--- src/rtl/multicycle_control.sv ---
// -----------------------------------------------------------------------------
// multicycle_control
//
// Control unit for a five-state multicycle MIPS-style datapath
// (FETCH, DECODE, EXEC, MEM, WB). It decodes the opcode and funct fields
// of the instruction register and drives the datapath steering and strobe
// signals for every cycle. It also counts retired instructions.
//
// Memory handshake: the unit holds ct_mem_req high, together with
// ct_mem_ren or ct_mem_wen, for the whole access. The access completes in
// the first cycle where mem_ready=1 is seen with the request high. No
// request is withdrawn before it completes, except by reset. When
// MEM_HS=0 every access is treated as completing in its first cycle.
//
// Ports
//   clk           rising-edge clock
//   rst           asynchronous active-low reset
//   ct_inst       IR[31:26] opcode
//   aluct_inst    IR[5:0] funct
//   alu_zero      ALU zero flag (used by beq/bne in EXEC)
//   mem_ready     memory access complete this cycle
//   ct_pc_wen     PC write
//   ct_pc_src     PC source: 00 ALU result, 01 ALUOut, 10 jump target
//   ct_ir_wen     IR write
//   ct_rf_dst     register-file destination: 1 = rd, 0 = rt
//   ct_rf_wen     register-file write
//   ct_alu_src_a  ALU A operand: 0 = PC, 1 = rs
//   ct_alu_src_b  ALU B operand: 00 rt, 01 const 4, 10 sext imm, 11 imm<<2
//   ct_alu        ALU operation
//   ct_mem_req    memory request
//   ct_mem_ren    memory read
//   ct_mem_wen    memory write
//   ct_data_rf    register-file write data: 1 = memory data, 0 = ALUOut
//   ct_illegal    one-cycle illegal-instruction pulse (in DECODE)
//   ct_state      current FSM state (debug / checker visibility)
//   ct_retired    retired-instruction count, wraps modulo 2^CNT_W
// -----------------------------------------------------------------------------
module multicycle_control #(
    parameter int CNT_W  = 32,
    parameter int MEM_HS = 1,
    parameter int ALU_W  = 4
) (
    input  logic             clk,
    input  logic             rst,
    input  logic [5:0]       ct_inst,
    input  logic [5:0]       aluct_inst,
    input  logic             alu_zero,
    input  logic             mem_ready,
    output logic             ct_pc_wen,
    output logic [1:0]       ct_pc_src,
    output logic             ct_ir_wen,
    output logic             ct_rf_dst,
    output logic             ct_rf_wen,
    output logic             ct_alu_src_a,
    output logic [1:0]       ct_alu_src_b,
    output logic [ALU_W-1:0] ct_alu,
    output logic             ct_mem_req,
    output logic             ct_mem_ren,
    output logic             ct_mem_wen,
    output logic             ct_data_rf,
    output logic             ct_illegal,
    output logic [2:0]       ct_state,
    output logic [CNT_W-1:0] ct_retired
);

    // Opcodes
    localparam logic [5:0] OP_R     = 6'b000000;
    localparam logic [5:0] OP_LW    = 6'b100011;
    localparam logic [5:0] OP_SW    = 6'b101011;
    localparam logic [5:0] OP_BEQ   = 6'b000100;
    localparam logic [5:0] OP_BNE   = 6'b000101;
    localparam logic [5:0] OP_J     = 6'b000010;
    localparam logic [5:0] OP_ADDIU = 6'b001001;

    // ALU operation encodings, zero-extended to ALU_W
    localparam logic [ALU_W-1:0] ALU_ADD = ALU_W'(4'b0010);
    localparam logic [ALU_W-1:0] ALU_SUB = ALU_W'(4'b0110);
    localparam logic [ALU_W-1:0] ALU_AND = ALU_W'(4'b0000);
    localparam logic [ALU_W-1:0] ALU_OR  = ALU_W'(4'b0001);
    localparam logic [ALU_W-1:0] ALU_SLT = ALU_W'(4'b0111);

    typedef enum logic [2:0] {
        S_FETCH  = 3'd0,
        S_DECODE = 3'd1,
        S_EXEC   = 3'd2,
        S_MEM    = 3'd3,
        S_WB     = 3'd4
    } state_t;

    state_t           state;
    logic [5:0]       op_q;
    logic [5:0]       fn_q;
    logic [CNT_W-1:0] retired;
    logic             mem_rdy;
    logic             illegal_dec;

    // ------------------------------------------------------------------
    // Decode helpers
    // ------------------------------------------------------------------
    function automatic logic op_legal(input logic [5:0] op);
        case (op)
            OP_R, OP_LW, OP_SW, OP_BEQ, OP_BNE, OP_J, OP_ADDIU: op_legal = 1'b1;
            default:                                            op_legal = 1'b0;
        endcase
    endfunction

    function automatic logic funct_legal(input logic [5:0] fn);
        case (fn)
            6'b100000, 6'b100001, 6'b100010, 6'b100011,
            6'b100100, 6'b100101, 6'b101010: funct_legal = 1'b1;
            default:                         funct_legal = 1'b0;
        endcase
    endfunction

    // Unknown functs fall back to ADD; they never reach EXEC because
    // DECODE flags them illegal.
    function automatic logic [ALU_W-1:0] funct_alu(input logic [5:0] fn);
        case (fn)
            6'b100000, 6'b100001: funct_alu = ALU_ADD;
            6'b100010, 6'b100011: funct_alu = ALU_SUB;
            6'b100100:            funct_alu = ALU_AND;
            6'b100101:            funct_alu = ALU_OR;
            6'b101010:            funct_alu = ALU_SLT;
            default:              funct_alu = ALU_ADD;
        endcase
    endfunction

    assign mem_rdy = (MEM_HS != 0) ? mem_ready : 1'b1;

    // DECODE is the only state that looks at the live IR fields. Later
    // states use op_q/fn_q, which are captured on the DECODE edge.
    assign illegal_dec = !op_legal(ct_inst) ||
                         ((ct_inst == OP_R) && !funct_legal(aluct_inst));

    assign ct_state   = state;
    assign ct_retired = retired;

    // ------------------------------------------------------------------
    // State, latched instruction fields and retire counter
    // ------------------------------------------------------------------
    always_ff @(posedge clk or negedge rst) begin
        if (!rst) begin
            state   <= S_FETCH;
            op_q    <= 6'd0;
            fn_q    <= 6'd0;
            retired <= '0;
        end else begin
            case (state)
                S_FETCH: begin
                    if (mem_rdy) state <= S_DECODE;
                end
                S_DECODE: begin
                    op_q <= ct_inst;
                    fn_q <= aluct_inst;
                    if (ct_inst == OP_J) begin
                        state   <= S_FETCH;
                        retired <= retired + CNT_W'(1);
                    end else if (illegal_dec) begin
                        // Dropped without retiring.
                        state <= S_FETCH;
                    end else begin
                        state <= S_EXEC;
                    end
                end
                S_EXEC: begin
                    case (op_q)
                        OP_R, OP_ADDIU: state <= S_WB;
                        OP_LW, OP_SW:   state <= S_MEM;
                        OP_BEQ, OP_BNE: begin
                            state   <= S_FETCH;
                            retired <= retired + CNT_W'(1);
                        end
                        default:        state <= S_FETCH;
                    endcase
                end
                S_MEM: begin
                    if (mem_rdy) begin
                        if (op_q == OP_LW) begin
                            state <= S_WB;
                        end else begin
                            // Store completes once memory accepts it.
                            state   <= S_FETCH;
                            retired <= retired + CNT_W'(1);
                        end
                    end
                end
                S_WB: begin
                    state   <= S_FETCH;
                    retired <= retired + CNT_W'(1);
                end
                default: state <= S_FETCH;
            endcase
        end
    end

    // ------------------------------------------------------------------
    // Datapath controls. Outputs are decoded from the current state
    // because the FETCH/MEM strobes and the branch PC write react to
    // mem_ready and alu_zero within the same cycle. Gating everything
    // with rst makes every strobe drop as soon as reset is asserted,
    // and lets the first fetch request appear as soon as reset is released.
    // ------------------------------------------------------------------
    always_comb begin
        ct_pc_wen    = 1'b0;
        ct_pc_src    = 2'b00;
        ct_ir_wen    = 1'b0;
        ct_rf_dst    = 1'b0;
        ct_rf_wen    = 1'b0;
        ct_alu_src_a = 1'b0;
        ct_alu_src_b = 2'b00;
        ct_alu       = ALU_AND;
        ct_mem_req   = 1'b0;
        ct_mem_ren   = 1'b0;
        ct_mem_wen   = 1'b0;
        ct_data_rf   = 1'b0;
        ct_illegal   = 1'b0;
        if (rst) begin
            case (state)
                S_FETCH: begin
                    ct_mem_req   = 1'b1;
                    ct_mem_ren   = 1'b1;
                    ct_alu_src_a = 1'b0;
                    ct_alu_src_b = 2'b01;
                    ct_alu       = ALU_ADD;
                    ct_pc_src    = 2'b00;
                    ct_ir_wen    = mem_rdy;
                    ct_pc_wen    = mem_rdy;
                end
                S_DECODE: begin
                    // PC + (imm<<2) into ALUOut: the branch target.
                    ct_alu_src_a = 1'b0;
                    ct_alu_src_b = 2'b11;
                    ct_alu       = ALU_ADD;
                    if (ct_inst == OP_J) begin
                        ct_pc_wen = 1'b1;
                        ct_pc_src = 2'b10;
                    end else if (illegal_dec) begin
                        ct_illegal = 1'b1;
                    end
                end
                S_EXEC: begin
                    ct_alu_src_a = 1'b1;
                    case (op_q)
                        OP_R: begin
                            ct_alu_src_b = 2'b00;
                            ct_alu       = funct_alu(fn_q);
                        end
                        OP_ADDIU, OP_LW, OP_SW: begin
                            ct_alu_src_b = 2'b10;
                            ct_alu       = ALU_ADD;
                        end
                        OP_BEQ: begin
                            ct_alu_src_b = 2'b00;
                            ct_alu       = ALU_SUB;
                            ct_pc_src    = 2'b01;
                            ct_pc_wen    = alu_zero;
                        end
                        OP_BNE: begin
                            ct_alu_src_b = 2'b00;
                            ct_alu       = ALU_SUB;
                            ct_pc_src    = 2'b01;
                            ct_pc_wen    = !alu_zero;
                        end
                        default: ;
                    endcase
                end
                S_MEM: begin
                    ct_mem_req = 1'b1;
                    ct_mem_ren = (op_q == OP_LW);
                    ct_mem_wen = (op_q == OP_SW);
                end
                S_WB: begin
                    ct_rf_wen  = 1'b1;
                    ct_rf_dst  = (op_q == OP_R);
                    ct_data_rf = (op_q == OP_LW);
                end
                default: ;
            endcase
        end
    end

endmodule

--- config.mk ---
export PLATFORM = sky130hd
export DESIGN_NAME = multicycle_control
export DESIGN_NICKNAME = d
export VERILOG_FILES = /design/src/rtl/multicycle_control.sv
export SDC_FILE = /design/constraint.sdc
export NUM_CORES = 1
export LEC_CHECK = 0
export CORE_UTILIZATION = 44
export CTS_CLUSTER_DIAMETER = 120
export DETAILED_ROUTE_END_ITERATION = 8
export HOLD_SLACK_MARGIN = 0.12
export PLACE_DENSITY_LB_ADDON = 0.08
export SYNTH_ARGS = -nofsm -noshare
export SYNTH_HDL_FRONTEND = slang
export SYNTH_SLANG_ARGS = --single-unit
--- constraint.sdc ---
create_clock -name clk -period 1.7 [get_ports clk]
set_input_delay 0.34 -clock clk [delete_from_list [all_inputs] [get_ports clk]]
set_output_delay 0.34 -clock clk [all_outputs]
set_load 0.1 [all_outputs]
==> results of run 1 <==
## timing repair
item / CTS
endpoints found under the hold margin: 2
pin swaps: 31
gates cloned: 3
endpoints found under the setup margin: 54
buffers inserted: 15
gates resized for setup: 57
hold buffers: 1
## per-stage QoR
| stage | TNS (ns) | utilization, % | hold WS (ns) | worst slack [ns] |
|---|---|---|---|---|
| 2_1_floorplan | -15.46 | - | 0.04441 | -0.9364 |
| 3_3_place_gp | -17.90 | 85.16 | 0.4125 | -0.5585 |
| 4_1_cts | -13.70 | 94.67 | 0.2031 | -0.4792 |
| 3_5_place_dp | -20.62 | 85.16 | 0.4267 | -0.6400 |
## cells by family after synthesis
family	count (synthesis)	synth area share (%)
XOR/XNOR	33	11.09
AND/OR/NAND/NOR	124	26.69
AO/OA/AOI/OAI	24	7.010
buffers and inverters	17	3.360
flip-flops	47	45.13
adder cells (fa/ha/maj)	1	0.4800
multiplexers	14	6.097
other	1	0.1439
## synth_stat cells, types with 3 or more instances
library cell,instances
sky130_fd_sc_hd__dfrtp_1,47
sky130_fd_sc_hd__xnor2_1,31
sky130_fd_sc_hd__nand2_1,22
sky130_fd_sc_hd__nand3_1,20
sky130_fd_sc_hd__nor2_1,20
sky130_fd_sc_hd__nand4_1,14
sky130_fd_sc_hd__mux2_2,11
sky130_fd_sc_hd__nor3_1,9
sky130_fd_sc_hd__and3_1,8
sky130_fd_sc_hd__inv_1,6
sky130_fd_sc_hd__and2_1,5
sky130_fd_sc_hd__clkbuf_1,5
sky130_fd_sc_hd__nand2b_1,5
sky130_fd_sc_hd__o21ai_0,5
sky130_fd_sc_hd__a211oi_1,4
sky130_fd_sc_hd__buf_4,4
sky130_fd_sc_hd__nor2b_1,4
sky130_fd_sc_hd__a21oi_1,3
sky130_fd_sc_hd__a31oi_1,3
sky130_fd_sc_hd__and4_1,3
==> metrics list, run 1 <==
- Max Root-Sink Buffers: 2
* Run status: aborted with a tool error
- Share of synthesized flip-flops with an asynchronous set or reset: 100.0%
* Number of buffers added by the clock tree synthesis step: 5
- Routability-driven placement finished with a final weighted congestion of 0.8358.
- Seq cells post-synth: 47
- Last stage the flow got to: 5_1_grt
* Number of top-level pins: 69
- Measured along the x axis, the die boundary spans roughly 80 um.
* IO buf count: 67
* Largest cells by area after synthesis: sky130_fd_sc_hd__dfrtp_1, sky130_fd_sc_hd__xnor2_1, sky130_fd_sc_hd__mux2_2
- Tool error: [ERROR DPL-0038] Utilization greater than 100%, impossible to legalize
* Number of sinks handled by clock tree synthesis: 47
* Total cell area at the placement stage: around 4800 sq um
- Synthesized netlist cell count: 261
- Half-perimeter wire length after placement: 6.064 mm
- Number of distinct library cell variants in the gate-level netlist after synthesis: 47
* Syn Nets: between 200 and 300
- Including well taps, the total number of placed cells is 455.
* Type of the worst endpoint after the last repair: output port
* Starting utilization of the core area: between 40% and 50%
- Entering global routing, the biggest net connects 27 pins.
* Dominant cell type by area after synthesis: sky130_fd_sc_hd__dfrtp_1
- The share of the Yosys chip area taken by registers is a little under half.
* H-tree levels: 2
* Yosys synthesis warning count: 0
- Most used flip-flop cell after synthesis: sky130_fd_sc_hd__dfrtp_1
- After global-route timing repair, the worst endpoint was ct_alu[0].
- Clock Root Buffer: sky130_fd_sc_hd__clkbuf_8
* Site row count: 27
- In this run the vertical extent of the chip is 78.96 um.
* Synth top area share: 45.13%
- Post-synthesis cell area: 2606 sq um
* Number of synthesized flops with an enable pin: 0
* Mean area per synthesized cell: 9.986 sq um
==> inputs of run 2 (changes only) <==
- CORE_UTILIZATION: 44 -> 40
- CTS_CLUSTER_DIAMETER: 120 -> default
- HOLD_SLACK_MARGIN: 0.12 -> default
- PLACE_DENSITY_LB_ADDON: 0.08 -> 0.15
- clock period: 1.7 -> 2.2 ns (I/O delays scaled with it)
==> metrics list, run 2 <==
- The area growth from synthesis to layout is 59.43%.
- After floorplanning, the core was sized to cover 6314 sq um.
- Starting utilization of the core area: roughly two fifths
- Via density per instance: 5.308
* TritonCTS clock tree: yes
- Routed Wire Length: between 7 and 8 mm
- For the worst flop-to-flop path, the logic depth is 7.
- Data arrival time of the worst path: approximately 1.8 ns
- Setup Crit Path Kind: reg -> out
- IO buf count: 67
- Largest cells by area after synthesis: sky130_fd_sc_hd__dfrtp_1, sky130_fd_sc_hd__xnor2_1, sky130_fd_sc_hd__mux2_2
* Remaining global-route overflow: 0
- Synthesized netlist cell count: ~260
- Clock-pin slew of the registers on the worst-case setup and hold paths: 0.09 ns
* Setup repair after global routing missed its margin: yes
- Design Area, Final: 4155 sq um
* H-tree levels: 2
- Share of synthesized flip-flops with an asynchronous set or reset: 100.0%
- Highest fanout seen on the critical path: 4
- Across all setup checks in the final design, the least slack found is -0.03206 ns.
- Setup crit end kind: primary output
- CP Depth: 4
- Measured along the y axis, the die boundary spans 82.72 um.
- Stage delay of the slowest cell on the critical path: roughly 0.44 ns
- The clock passes through at most 2 buffers.
* Final number of setup-violating endpoints: 4
- Shortest period the worst path allows: 2.232 ns
- Filler cells: 523
* Post-route worst hold slack: ~0.18 ns
- Flip-flop count of the largest register, all copies and words added: 32
- Worst VDD drop: 0.5419 mV
- The number of antenna violations at the first check in global routing came to 0.
* Sequential-to-total area share from yosys stat: 45.13%
- For the final database, setup skew stands at 0.002875 ns.
- WL/cell: about 16 um
- The total count of max-transition violations in the final report came to 0.
- Synth top area share: 45.13%
* Syn Nets: 278
- Yosys synthesis warning count: 0
- Startpoint class of the critical path: flop
- After detailed placement, the total cell area comes to about 3800 sq um.
* Static leakage: 0.001815 uW
* 1st-iter DRT viols: 74
- End-of-flow core utilization: 65.81%
- In the layout the commonest cells are sky130_fd_sc_hd__buf_4, sky130_fd_sc_hd__xnor2_1, sky130_fd_sc_hd__dfrtp_2, sky130_fd_sc_hd__dfrtp_1.
- First-pass DRT Iterations: 5
- Among all stages on the critical path, the largest delay is contributed by sky130_fd_sc_hd__dfrtp_2.
- Count of unresolved DRC violations after routing: 0
* Number of buffers added by the clock tree synthesis step: 5
- Number of routed nets with antenna violations: 0
* Clock Root Buffer: sky130_fd_sc_hd__clkbuf_8
- Hold Fails Final Rpt: 0
- TNS Setup: -0.09532 ns
* Full die area: 6843 sq um
* First-pass GRT wire length: 11.25 mm
- Number of distinct library cell variants in the gate-level netlist after synthesis: 47
* Clock network latency to the later pin of the worst-skew pair: roughly 0.3 ns
- Part of the cycle the worst path needs: 101.5%
* Dominant cell type by area after synthesis: sky130_fd_sc_hd__dfrtp_1
* Total number of nets in the final design: about 380
- Upper clock frequency limit: 448.0 MHz
* Worst Path Required: around 1.8 ns
- For this run, the total global-route usage over all layers was measured as ~22%.
- Power Density: between 700 and 800 nW/um^2
- The floorplan has 29 rows.
* Number of top-level pins: 69
* Class of the tightest hold or removal check: in -> async
* Most numerous cell in the Yosys netlist: sky130_fd_sc_hd__dfrtp_1
- Ant diodes: 0
* Worst path buffer plus inverter count: 1
* Count of max-cap constraint violations: 0
* Seq cells post-synth: 47
* Largest net degree at the start of global routing: 39
- The floorplan step set the die width to 82.72 um.
- After synthesis the cells add up to between 2000 and 3000 sq um.
- After legalization and detailed placement, the total HPWL measured 5.039 mm.
- Last weighted congestion value of the routability-driven placer: 0.7708
- Crit-path leading delay family: simple AND/OR/NAND/NOR gates
- Number of sinks handled by clock tree synthesis: 47
* Run status: complete, but fails checks
* Number of synthesized flops with an enable pin: 0
- After synthesis, the mean cell area works out to 9.986 sq um.
- Most frequent standard cell in the layout excluding fill and tap cells: sky130_fd_sc_hd__buf_4
- In the synthesized netlist the dominant register cell turns out to be sky130_fd_sc_hd__dfrtp_1.
* Via count: 2,362
- Before CTS, the worst setup slack after placement is -0.2757 ns.
- The number of global-route vias before repair is 2,291.
* Violated checks: negative setup slack
* Series of cell instances along the critical path: or3b_4, or2_4, nor3_4, buf_12
* Cell types with the highest counts after synthesis: sky130_fd_sc_hd__dfrtp_1, sky130_fd_sc_hd__xnor2_1, sky130_fd_sc_hd__nand2_1
* Layout cells sized above 1: 50.82%
==> run 2: kinds of logic after synthesis <==
kind of cell	share of synthesized area [%]
other	0.1439
adder cells (fa/ha/maj)	0.4800
buffers and inverters	3.360
AND/OR/NAND/NOR	26.69
AO/OA/AOI/OAI	7.010
XOR/XNOR	11.09
flip-flops	45.13
multiplexers	6.097
==> run 2: metrics by stage <==
| step | power, uW | instances |
|---|---|---|
| 6_report | 3178 | 445 |
| 5_1_grt | 3327 | 445 |
| 4_1_cts | 3183 | 440 |
| 3_5_place_dp | 2361 | 417 |
| 3_3_place_gp | 2345 | 417 |
| 2_1_floorplan | 2006 | 261 |
==> run 2: worst paths after layout <==
path	startpoint	endpoint	slack, ns
max	op_q[4]	ct_mem_wen	-0.03
min reg2reg	ct_retired[31]	ct_retired[31]	0.48
max in group asynchronous	rst	ct_state[1]	1.25
min in group clk	ct_retired[31]	ct_retired[31]	0.48
max reg2reg	ct_state[2]	ct_retired[28]	0.13
min	rst	ct_retired[19]	0.18
==> run 2: final cells by class <==
class                      instances  area [sq um]  share of cell area, %
multi-input combinational        197          1622                  39.02
sequential                        47          1215                  29.24
timing repair buffer             110          1067                  25.68
tap                               77         96.34                  2.319
clock buffer                       6         72.57                  1.746
clock inverter                     2         60.06                  1.445
inverter                           6         22.52                 0.5420
==> run 2: power by group <==
part	total [uW]	leakage, uW	internal [uW]	switching (uW)
logic	1320	0.00117	447	873
clock network	744	0.0000654	454	290
registers	1110	0.000580	982	132
total	3180	0.00182	1880	1290
==> run 2: what timing repair did <==
item / in CTS / in global routing
resized for setup: 33 / 11
hold buffers: 1 / 0
hold endpoints to repair: 1 / 0
buffers inserted: 14 / 5
endpoints found under the setup margin: 9 / 8
pin swaps: 14 / 8
==> run 2: metal layers <==
| metal | share of wire [%] | track usage, % | routed length (um) |
|---|---|---|---|
| met1 | 44 | 28.63 | 3096 |
| met2 | 50 | 37.05 | 3490 |
| met3 | 5.0 | 4.945 | 353 |
| met4 | 1.4 | 7.759 | 97 |
| met5 | 0 | 0 | 0 |
Power figures use the tool's default switching activity.
==> inputs of run 3 (changes only) <==
- CTS_CLUSTER_SIZE: default -> 30
==> results of run 3 <==
The final DEF is identical to that of run 2; final timing and power are the same.
==> inputs of run 4 (changes only) <==
- CORE_UTILIZATION: 40 -> 49
==> metrics list, run 4 (synthesis gave the netlist of run 2 again) <==
* Full die area: 5615 sq um
- In this run the remaining antenna-violating nets after routing total 0.
- For the final database, setup skew stands at 0.01216 ns.
- The routed design has 6.325 mm of wire.
- Vias in the first global route: around 2,100
- The first routing iteration left 121 violations.
* Overall die height: 74.93 um
- After floorplanning, the core was sized to cover 5107 sq um.
- Part of the cycle the worst path needs: 103.1%
- Clock-pin slew of the registers on the worst-case setup and hold paths: 0.09 ns
- Run status: complete, but fails checks
- Flip-flop count of the largest register, all copies and words added: 32
- Count of max-cap constraint violations: 0
- The number of clock buffers added by TritonCTS is 5.
- Total number of nets in the final design: roughly 370
- Across every metal layer, demand over resource in global routing totals about a quarter.
- Hold Fails Final Rpt: 0
- Highest fanout seen on the critical path: 5
* Max-Slew Margin vs Limit: 66.43%
- Most used cells in the layout excluding fill and tap cells: sky130_fd_sc_hd__buf_4, sky130_fd_sc_hd__xnor2_1, sky130_fd_sc_hd__dfrtp_1
- Shortest period the worst path allows: approximately 2.3 ns
- Clock network latency to the later pin of the worst-skew pair: 0.30 ns
- The number of antenna violations at the first check in global routing was 0.
- Setup repair after global routing could not meet its margin everywhere.
* Max Root-Sink Buffers: 2
- In this run the power density over the cells is 740.3 nW/um^2.
- Via count: roughly 2,300
- After legalization and detailed placement, the total HPWL measured 4.658 mm.
* Starting utilization of the core area: 51.03%
- Actual slew at the worst max-slew pin: 0.4997 ns
- Summed over all cells, the static leakage comes to 0.001709 uW.
- Worst Setup Slack post-DPL: -0.2892 ns
- Cells with a size suffix above 1 make up a little under half of the layout.
- In this run the core area contains 26 standard-cell rows.
* Area growth from synthesis to layout: 51.37%
- The H-tree generated during clock tree synthesis spans 2 levels.
- Most frequent standard cell in the layout excluding fill and tap cells: sky130_fd_sc_hd__buf_4
- Worst path setup slack after routing: -0.06866 ns
* Count of unresolved DRC violations after routing: 0
- The tightest min-delay check is of the in -> async type.
- Met1 Resource Use GR: 34.46%
* Top Usage Layer GRT: met2
- First-pass GRT wire length: 10.34 mm
- For this run, global-route usage on met2 was measured as 38.64%.
* Ant diodes: 0
* Number of pins with negative max-slew slack in the final report: 0
- R2r worst-path depth: 7
* Final number of setup-violating endpoints: 4
- At the worst endpoint, the required time is 1.76 ns.
- Setup Crit Path Kind: reg -> out
* TritonCTS clock tree: yes
* Worst VDD drop: 1.273 mV
- The cell sitting at the root of the clock tree is a sky130_fd_sc_hd__clkbuf_8.
- Number of top-level pins: just under 70
- The checks that failed: negative setup slack.
- Upper clock frequency limit: 440.8 MHz
- IO buf count: 67
- After detailed routing, the number of vias per cell comes to between 5 and 6.
- Remaining global-route overflow: 0
- First-pass DRT Iterations: 4
- Number of sinks handled by clock tree synthesis: 47
- Met3 Use GR: 5.355%
* Filler cells: 364
- WL/cell: roughly 15 um
- Largest net degree at the start of global routing: 31
- Startpoint class of the critical path: flop
* Die Span X: 74.93 um
- The design draws approximately 2900 uW.
- The congestion estimate from routability-driven global placement came to 0.7814.
- At the worst endpoint, the arrival time is 1.83 ns.
- STA classifies the critical path endpoint as a primary output.
## run 4: cell count changes in the layout (fill, tap and decap cells not counted), sizes merged
cell and delta:
buf -15, inv +1, clkbuf +1, dlygate4sd3 -1
bufinv -2
## run 4: worst paths after layout
kind / start / end / slack, ns
worst max-delay path: op_q[4] / ct_data_rf / -0.07
worst min-delay path: rst / ct_retired[18] / 0.15
worst max register to register: op_q[3] / ct_retired[28] / 0.28
worst min register to register: ct_retired[31] / ct_retired[31] / 0.49
max in group asynchronous: rst / ct_state[1] / 1.32
min in group clk: aluct_inst[1] / fn_q[1] / 0.47
## run 4: through the flow
step,area [sq um],TNS (ns),hold slack [ns],util [%],std cells
final,3945,-0.1917,0.1489,77.24,422
after global routing,3945,-0.6289,0.1674,77.24,422
after CTS,3921,-0.2266,0.1499,76.78,419
after detailed placement,3741,-3.664,0.4680,73.25,404
after global placement,3741,-2.965,0.4642,73.25,404
after floorplan,2873,-2.680,0.1444,-,261
## run 4: timing repair
action                                 4_1_cts  5_1_grt
endpoints found under the hold margin        0        0
resized for setup                           25        9
hold buffers                                 0        0
pin swaps                                   11        4
setup endpoints to repair                    9        8
setup buffers                                7        3
## run 4: routing by layer
layer  up-vias  share of wire, %
met5         -                 0
met1      1165                47
met2        44                49
li1       1106                 -
met4         0              0.68
met3         4               3.2
## run 4: final cells by class
class | instances | area (sq um) | area share (%)
well taps | 70 | 87.58 | 2.220
clock inverters | 1 | 8.758 | 0.2220
inverters | 6 | 22.52 | 0.5709
multi-input cells | 197 | 1587 | 40.22
repair buffers | 94 | 939.7 | 23.82
clock buffers | 7 | 86.33 | 2.188
flip-flops and latches | 47 | 1214 | 30.76
## run 4: report_power, final
group          internal [uW]  switching [uW]  leakage, uW  total (uW)
clock                    260             289    0.0000489         549
sequential               981             131     0.000581        1110
combinational            411             849      0.00108        1260
## run 4: worst max-delay path: stages (launching register included)
cell and delay (ns):
sky130_fd_sc_hd__dfrtp_2 0.45, sky130_fd_sc_hd__or3b_4 0.43, sky130_fd_sc_hd__or2_4 0.30, sky130_fd_sc_hd__nor3_4 0.15, sky130_fd_sc_hd__buf_12 0.20
